### config.mk
export PLATFORM = sky130hd
export DESIGN_NAME = i2c_mux_arbiter
export DESIGN_NICKNAME = d
export VERILOG_FILES = /design/src/rtl/i2c_mux_arbiter_pkg.sv /design/src/rtl/i2c_bus_monitor.sv /design/src/rtl/i2c_mux_arbiter.sv
export SDC_FILE = /design/constraint.sdc
export NUM_CORES = 1
export LEC_CHECK = 0
export BUFFER_PORTS_ARGS = -buffer_cell sky130_fd_sc_hd__buf_2
export CORE_MARGIN = 2
export CORE_UTILIZATION = 25
export CTS_CLUSTER_SIZE = 8
export DETAILED_ROUTE_END_ITERATION = 8
export SYNTH_ARGS = -nofsm -noshare
export SYNTH_HDL_FRONTEND = slang
export SYNTH_SLANG_ARGS = --single-unit
### constraint.sdc
create_clock -name clk -period 2.5 [get_ports clk]
set_input_delay 0.375 -clock clk [delete_from_list [all_inputs] [get_ports clk]]
set_output_delay 0.375 -clock clk [all_outputs]
set_load 0.05 [all_outputs]
### src/rtl/i2c_mux_arbiter_pkg.sv
// Shared types and constants for the I2C mux arbiter: FSM states and the
// TCA9544A-style control byte encoding.
package i2c_mux_arbiter_pkg;

  typedef enum logic [1:0] {
    IDLE,
    SWITCH,
    GRANTED,
    DRAIN
  } arb_state_e;

  localparam int unsigned PORT_W     = 2;
  localparam int unsigned MUX_EN_BIT = 2;
  localparam logic [7:0]  MUX_OFF    = 8'h00;

  // Control byte: enable bit plus the 2-bit downstream channel number.
  function automatic logic [7:0] mux_byte(input logic [PORT_W-1:0] port);
    logic [7:0] b;
    b             = MUX_OFF;
    b[MUX_EN_BIT] = 1'b1;
    b[PORT_W-1:0] = port;
    return b;
  endfunction

endpackage

### src/rtl/i2c_bus_monitor.sv
// Upstream I2C bus observer: synchronizes SCL/SDA, tracks START/STOP into
// busy, and measures how long the bus has been idle.
module i2c_bus_monitor #(
  parameter int unsigned IDLE_CYCLES = 16
) (
  input  logic clk,
  input  logic rst,
  input  logic scl_i,
  input  logic sda_i,
  output logic busy,
  output logic bus_idle_c
);

  localparam int unsigned CNT_W = (IDLE_CYCLES > 0) ? $clog2(IDLE_CYCLES + 1) : 1;

  logic [1:0]       scl_sync;
  logic [1:0]       sda_sync;
  logic             sda_q;
  logic [CNT_W-1:0] idle_cnt;
  logic             scl;
  logic             sda;
  logic             start_c;
  logic             stop_c;

  assign scl     = scl_sync[1];
  assign sda     = sda_sync[1];
  assign start_c = scl & sda_q & ~sda;
  assign stop_c  = scl & ~sda_q & sda;

  // Synchronizers reset high so an idle bus does not look like a START.
  always_ff @(posedge clk or negedge rst) begin
    if (!rst) begin
      scl_sync <= 2'b11;
      sda_sync <= 2'b11;
      sda_q    <= 1'b1;
      busy     <= 1'b0;
      idle_cnt <= '0;
    end else begin
      scl_sync <= {scl_sync[0], scl_i};
      sda_sync <= {sda_sync[0], sda_i};
      sda_q    <= sda;
      if (start_c) begin
        busy <= 1'b1;
      end else if (stop_c) begin
        busy <= 1'b0;
      end
      if (!busy && scl && sda) begin
        if (idle_cnt < CNT_W'(IDLE_CYCLES)) begin
          idle_cnt <= idle_cnt + CNT_W'(1);
        end
      end else begin
        idle_cnt <= '0;
      end
    end
  end

  assign bus_idle_c = (idle_cnt >= CNT_W'(IDLE_CYCLES));

endmodule

### src/rtl/i2c_mux_arbiter.sv
// Round-robin arbiter granting local masters access to one downstream port of
// an I2C mux. Define I2C_MUX_ARBITER_TIMEOUT_EN to enable the grant watchdog.
// The release pulse input is named rel because release is a reserved word.
module i2c_mux_arbiter
  import i2c_mux_arbiter_pkg::*;
#(
  parameter int unsigned N_REQ          = 4,
  parameter int unsigned SETTLE_CYCLES  = 8,
  parameter int unsigned IDLE_CYCLES    = 16,
  parameter int unsigned TIMEOUT_CYCLES = 65536
) (
  input  logic                  clk,
  input  logic                  rst,
  input  logic [N_REQ-1:0]      req,
  input  logic [2*N_REQ-1:0]    req_port,
  input  logic [N_REQ-1:0]      rel,
  output logic [N_REQ-1:0]      grant,
  output logic [7:0]            mux_sel,
  output logic                  busy,
  output logic                  timeout,
  input  logic                  scl_i,
  input  logic                  sda_i
);

  localparam int unsigned IDX_W = (N_REQ > 1) ? $clog2(N_REQ) : 1;
  localparam int unsigned SET_W = (SETTLE_CYCLES > 0) ? $clog2(SETTLE_CYCLES + 1) : 1;

  arb_state_e        state_q, state_d;
  logic [N_REQ-1:0]  grant_q, grant_d;
  logic [7:0]        mux_sel_q, mux_sel_d;
  logic [IDX_W-1:0]  win_q, win_d;
  logic [IDX_W-1:0]  last_q, last_d;
  logic [SET_W-1:0]  settle_q, settle_d;
  logic              short_q, short_d;
  logic              bus_idle_c;
  logic              pick_vld_c;
  logic [IDX_W-1:0]  pick_c;
  logic [IDX_W-1:0]  cand_c;
  logic [PORT_W-1:0] port_a [N_REQ];

  i2c_bus_monitor #(
    .IDLE_CYCLES(IDLE_CYCLES)
  ) u_mon (
    .clk       (clk),
    .rst       (rst),
    .scl_i     (scl_i),
    .sda_i     (sda_i),
    .busy      (busy),
    .bus_idle_c(bus_idle_c)
  );

  always_comb begin
    for (int i = 0; i < N_REQ; i++) begin
      port_a[i] = req_port[PORT_W*i +: PORT_W];
    end
  end

  // Scan farthest-to-nearest from last winner so the nearest request wins.
  always_comb begin
    pick_vld_c = 1'b0;
    pick_c     = '0;
    cand_c     = '0;
    for (int k = N_REQ; k >= 1; k--) begin
      cand_c = IDX_W'((32'(last_q) + 32'(k)) % N_REQ);
      if (req[cand_c]) begin
        pick_vld_c = 1'b1;
        pick_c     = cand_c;
      end
    end
  end

`ifdef I2C_MUX_ARBITER_TIMEOUT_EN
  localparam int unsigned WD_W = $clog2(TIMEOUT_CYCLES + 1);
  logic [WD_W-1:0] wd_q, wd_d;
  logic            timeout_q, timeout_d;
`endif

  always_comb begin
    state_d   = state_q;
    grant_d   = grant_q;
    mux_sel_d = mux_sel_q;
    win_d     = win_q;
    last_d    = last_q;
    settle_d  = settle_q;
    short_d   = short_q;
`ifdef I2C_MUX_ARBITER_TIMEOUT_EN
    wd_d      = wd_q;
    timeout_d = 1'b0;
`endif
    case (state_q)
      IDLE: begin
        if (pick_vld_c && bus_idle_c) begin
          win_d     = pick_c;
          last_d    = pick_c;
          mux_sel_d = mux_byte(port_a[pick_c]);
          short_d   = (mux_sel_q == mux_byte(port_a[pick_c]));
          settle_d  = '0;
          state_d   = SWITCH;
        end
      end
      SWITCH: begin
        if (!req[win_q]) begin
          state_d = IDLE;
        end else if (short_q || settle_q == SET_W'(SETTLE_CYCLES)) begin
          grant_d        = '0;
          grant_d[win_q] = 1'b1;
          state_d        = GRANTED;
`ifdef I2C_MUX_ARBITER_TIMEOUT_EN
          wd_d           = '0;
`endif
        end else begin
          settle_d = settle_q + SET_W'(1);
        end
      end
      GRANTED: begin
        if (rel[win_q] || !req[win_q]) begin
          grant_d = '0;
          state_d = DRAIN;
        end
`ifdef I2C_MUX_ARBITER_TIMEOUT_EN
        else if (wd_q == WD_W'(TIMEOUT_CYCLES - 1)) begin
          grant_d   = '0;
          timeout_d = 1'b1;
          state_d   = DRAIN;
        end else begin
          wd_d = wd_q + WD_W'(1);
        end
`endif
      end
      DRAIN: begin
        if (bus_idle_c) begin
          state_d = IDLE;
        end
      end
      default: state_d = IDLE;
    endcase
  end

  always_ff @(posedge clk or negedge rst) begin
    if (!rst) begin
      state_q   <= IDLE;
      grant_q   <= '0;
      mux_sel_q <= MUX_OFF;
      win_q     <= '0;
      last_q    <= IDX_W'(N_REQ - 1);
      settle_q  <= '0;
      short_q   <= 1'b0;
    end else begin
      state_q   <= state_d;
      grant_q   <= grant_d;
      mux_sel_q <= mux_sel_d;
      win_q     <= win_d;
      last_q    <= last_d;
      settle_q  <= settle_d;
      short_q   <= short_d;
    end
  end

`ifdef I2C_MUX_ARBITER_TIMEOUT_EN
  always_ff @(posedge clk or negedge rst) begin
    if (!rst) begin
      wd_q      <= '0;
      timeout_q <= 1'b0;
    end else begin
      wd_q      <= wd_d;
      timeout_q <= timeout_d;
    end
  end
  assign timeout = timeout_q;
`else
  assign timeout = 1'b0;
`endif

  assign grant   = grant_q;
  assign mux_sel = mux_sel_q;

endmodule

After elaboration in Yosys (flattened, before gate mapping)
Index checks and enable logic that the tools add are counted.
Widths: inputs -> output; s select.

operators by class
  bitwise gates (word level) = 7
  $add $sub $neg = 6
  equal/unequal tests = 13
  reductions and logical operators = 16
  mux-type cells = 43
  order comparisons = 9

operators by type and width
  cell                 number
  $mux 4               6
  $mux 2               11
  $pmux 4 s2           2
  $lt 2x3->1 const B   5
  $ne 2x2->1 const B   7
  $mux 1               13
  $bmux 1 s2           6
  $reduce_and 4->1     3
  $mux 5               2
  $pmux 2 s4           1
  $reduce_bool 2->1    3
  $add 5x1->5 const B  1
  $ge 5x5->1 const B   1
  $lt 5x5->1 const B   1
  $add 2x1->2 const B  2
  $add 2x2->2 const B  2
  $add 4x1->4 const B  1
  $and 1x1->1          4
  $bmux 2 s2           1
  $eq 2x2->1 const B   2
  $eq 4x4->1 const B   1
  $logic_and 1x1->1    4
  $eq 3x3->1           1
  $ge 3x3->1 const B   1
  10 further kinds     13

storage, ports and cells
  input port bits = 20
  flip-flop bits (word level) = 29
  output and inout bits = 14

Longest topological paths before layout
  word-level depth = 12
  depth in mapped cells = 8
  depth with buffers taken out = 8

Modules after synthesis
From an unflattened synthesis, not the netlist that was laid out.

second synthesis, totals
  cells, all modules = 153
  area total of the unflattened synthesis = 1,584.0 um^2

modules (own cells, without submodules)
  module           instances  area each (um^2)  seq. area each (um^2)  cells each
  i2c_mux_arbiter  1          1,162.4           452.9                  119
  i2c_bus_monitor  1          421.7             281.5                  34

Worst setup path after synthesis
OpenSTA, ideal clock, no wires.

  path kind = register -> register
  start point = register last_q[1]
  end point = register short_q
  path slack = 0.541 ns
  clock period less this slack = 1.959 ns
  arrival time = 1.855 ns
  stages on the path, launching flop included = 7
  data required time = 2.396 ns
  path buffers = 0
  cell sequence = dfstp_2 > mux2_4 > a22oi_2 > o21ai_0 > a2111o_1 > o2111a_1 > o41ai_2

between the ends
  cells in the longest elaborated chain, start to end = 12
  elaborated cells on any way between the ends = 27
  classes of those cells = 4 x add/sub; 1 x eq/ne; 19 x mux; 1 x bitwise; 2 x reduce/logical

RTL lines
  item                                       line                    source
  start, declared                            i2c_mux_arbiter.sv:32   logic [IDX_W-1:0] last_q, last_d;
  start signal, assigned                     i2c_mux_arbiter.sv:145  last_q <= IDX_W'(N_REQ - 1);
  start signal, assigned                     i2c_mux_arbiter.sv:153  last_q <= last_d;
  $add 2x1->2                                i2c_mux_arbiter.sv:64   cand_c = IDX_W'((32'(last_q) + 32'(k)) % N_REQ);
  $bmux 1 s2                                 i2c_mux_arbiter.sv:65   if (req[cand_c]) begin
  $mux 1 (not written as such)               i2c_mux_arbiter.sv:65
  $mux 2 (4 in a row)                        i2c_mux_arbiter.sv:65
  $not 2->3 (not written as such)            i2c_mux_arbiter.sv:96   short_d = (mux_sel_q == mux_byte(port_a[pick_c]));
  $bmux 2 s2                                 i2c_mux_arbiter.sv:96
  $mux 2 (not written as such) (2 in a row)  i2c_mux_arbiter.sv:96
  $eq 3x3->1                                 i2c_mux_arbiter.sv:96
  end signal, assigned                       i2c_mux_arbiter.sv:155  short_q <= short_d;
  end, declared                              i2c_mux_arbiter.sv:34   logic short_q, short_d;

Parallel ways exist; a longest one is shown, timed or not. The select of a mux whose other input is x is not followed.
A chain may end at the register's enable or synchronous reset.

Final worst setup path
Same ends and word-level chain as after synthesis.

==> reports/qor.yml <==
status: "finished, final reports clean"
drc: 0
port_buffers: 27
start_util: 0.257
p_per_area_mw_per_mm2: 517
cts_sinks: 29
grt_pass1_vias: 1202
peakVddDrop_uv: 383
fin_nets: 208
tns_ns: 0
dieHeight_um: 84.5
clock_path_buffers: 2
synthFlopType: "dfrtp_1"
drt_iter0_markers: 41
path_clk_slew_ns: 0.06
drv_cap: 0
cp.arrival_ns: 2.35
utilization: 0.299
place_ws_ns: 0.336
cts_resized: 0
cts_root_buf: "clkbuf_8"
num_vias: 1177
critPathSlowestCell: "dfstp_2"
fin_skew_ns: 0.00121
slew_headroom: 0.516
cp.required_ns: 2.67
slew_viol_final: 0
syn_area_mm2: 0.00162
grt_overflow_total: 0
first_pass_iters: 4
cts_tree: "done"
path_cells: "mux2_4 -> a22oi_2 -> o21ai_0 -> a2111o_1 -> o2111a_1 -> o41ai_2"
synth_edf_count: 0
power.static_leakage_nw: 0.876
cts_buffers: 5
hold_viol: 0
grt_max_degree: 30
gr-usage-met3: 0.0256
reg2reg_to: "short_q"
synthCells: 156
core_mm2: 0.00631
finalSetupViolations: 0
hold_ws_ns: 0.130
dp_hpwl_um: 2290
busiest_layer: "met2"
fin_ws_ns: 0.328
r2r-start: "last_q[1]"
drt-vias-per-instance: 4.49
wl_per_cell_um: 11.6
finalCritPeriodShare: 0.869
globalRouteMet2Util: 0.140
die_w_um: 84.5
post-cts-setup-buffers: 0
slowest_delay_ns: 0.58
synth_warnings: 0
use_met1: 0.131
rsz0062_at_grt: "false"
grt_pass1_wl_um: 5510
cp-start-kind: "register"
worst_slew_pin_slew_ns: 0.723
reg2reg_slack_ns: 0.33
crit_type: "reg -> reg"
fmax_mhz: 460
holdBufCountCts: 0
wl_um: 3050
reg2reg_depth: 6
final_area_mm2: 0.00189
avgSynthCellArea_um2: 10.4
crit_fanout: 5
ys_seq_area_frac: 0.453
place.gp.congestion: 0.749
grt.total_usage: 0.0953
synthToLayoutAreaGrowth_pct: 16.5
clk_latency_ns: 0.27
pin_count: 34
dieArea_mm2: 0.00715
drive_above_1_share: 0.314
ant_nets: 0
n_antenna_cell: 0
antenna_found_initial: 0
ys_types: 54
holdCritPathClass: "in -> async"
dpl_cell_area_mm2: 0.00181
htree_levels: 2
timing.final.crit_period_ns: 2.17
async_flop_share: 1.00
ys_seq_elements: 29
cp-end-kind: "register"
fp-row-count: 29
nFillCells: 682
==> synth_stat cells (4+ instances only) <==
cell type | n | area (µm²)
nand3b_1 | 4 | 30.0
buf_4 | 6 | 45.0
a21oi_1 | 6 | 30.0
nand2_1 | 9 | 33.8
dfstp_2 | 7 | 184
xor2_1 | 4 | 35.0
dfrtp_1 | 22 | 551
nor2b_1 | 5 | 31.3
ha_1 | 4 | 50.1
o21ai_0 | 9 | 45.0
inv_1 | 11 | 41.3
nor2_1 | 11 | 41.3
clkbuf_1 | 4 | 15.0
==> how the worst max path moves through the flow <==
| stage | from | to | slack, ns | depth (start not counted) |
|---|---|---|---|---|
| floorplan | last_q[1] | short_q | 0.54 | 6 |
| global placement | last_q[1] | short_q | 0.35 | 6 |
| detailed placement | last_q[1] | short_q | 0.34 | 6 |
| CTS | last_q[1] | short_q | 0.33 | 6 |
| global route | last_q[1] | short_q | 0.16 | 6 |
| finish | last_q[1] | short_q | 0.33 | 6 |
==> stage by stage <==
stage / power [mW] / std cells
finish: 0.977 / 262
global route: 1.03 / 262
CTS: 0.993 / 262
detailed placement: 0.626 / 254
global placement: 0.624 / 254
floorplan: 0.589 / 161
==> routing by layer <==
| layer | wire, µm | part of all wire |
|---|---|---|
| met1 | 1540 | 0.51 |
| met2 | 1320 | 0.43 |
| met3 | 129 | 0.042 |
| met4 | 58 | 0.019 |
| met5 | 0 | 0 |
==> cells in the final DEF (no fill, tap or decap), types with 4 or more instances in the layout <==
cell type / synthesis / layout
xor2_1: 4 / 4
inv_1: 11 / 11
o21ai_0: 9 / 9
nand2_1: 9 / 9
clkbuf_8: 0 / 5
nor2_1: 11 / 11
nor2b_1: 5 / 5
dfstp_2: 7 / 7
ha_1: 4 / 4
a21oi_1: 6 / 6
conb_1: 1 / 6
buf_2: 1 / 27
nand3b_1: 4 / 4
dfrtp_1: 22 / 22
==> registers in the layout (all words and copies together) (netlist names), named ones only <==
| name | flops |
|---|---|
| mux_sel | 3 |
| u_mon.idle_cnt | 5 |
| win_q | 2 |
| last_q | 2 |
| state_q | 1 |
| short_q | 1 |
| u_mon.scl_sync | 2 |
| settle_q | 4 |
| grant | 4 |
| u_mon.sda_sync | 2 |
| u_mon.sda_q | 1 |
| u_mon.busy | 1 |
==> layout make-up <==
class / count / area [µm²] / area share
sequential: 29 / 734 / 0.389
multi-input combinational: 110 / 800 / 0.423
clock buffer: 6 / 72.6 / 0.0384
tap: 77 / 96.3 / 0.0510
inverter: 11 / 41.3 / 0.0219
clock inverter: 2 / 10.0 / 0.00530
timing repair buffer: 27 / 135 / 0.0715
==> worst max-delay path, delay by kind of cell (launching register included) <==
kind / cells / cell delay [ns]
AO/OA/AOI/OAI: 5 / 1.18
multiplexers: 1 / 0.31
flip-flops: 1 / 0.58
==> power breakdown <==
part / internal [mW] / switching, mW / leakage, nW / total, mW
logic: 0.0422 / 0.0860 / 0.482 / 0.128
clock network: 0.192 / 0.168 / 0.0450 / 0.360
registers: 0.483 / 0.00625 / 0.348 / 0.489
total: 0.717 / 0.260 / 0.876 / 0.977
==> cells by family (layout without fill, tap and decap cells) <==
group                    count (synthesis)  after routing  synth area share
AO/OA/AOI/OAI                           40             40             0.194
multiplexers                             7              7            0.0664
adder cells (fa/ha/maj)                  4              4            0.0309
other                                    1              6           0.00231
AND/OR/NAND/NOR                         48             48             0.161
XOR/XNOR                                 5              5            0.0270
buffers and inverters                   22             46            0.0656
flip-flops                              29             29             0.453
(Power assumes the default switching activity.)
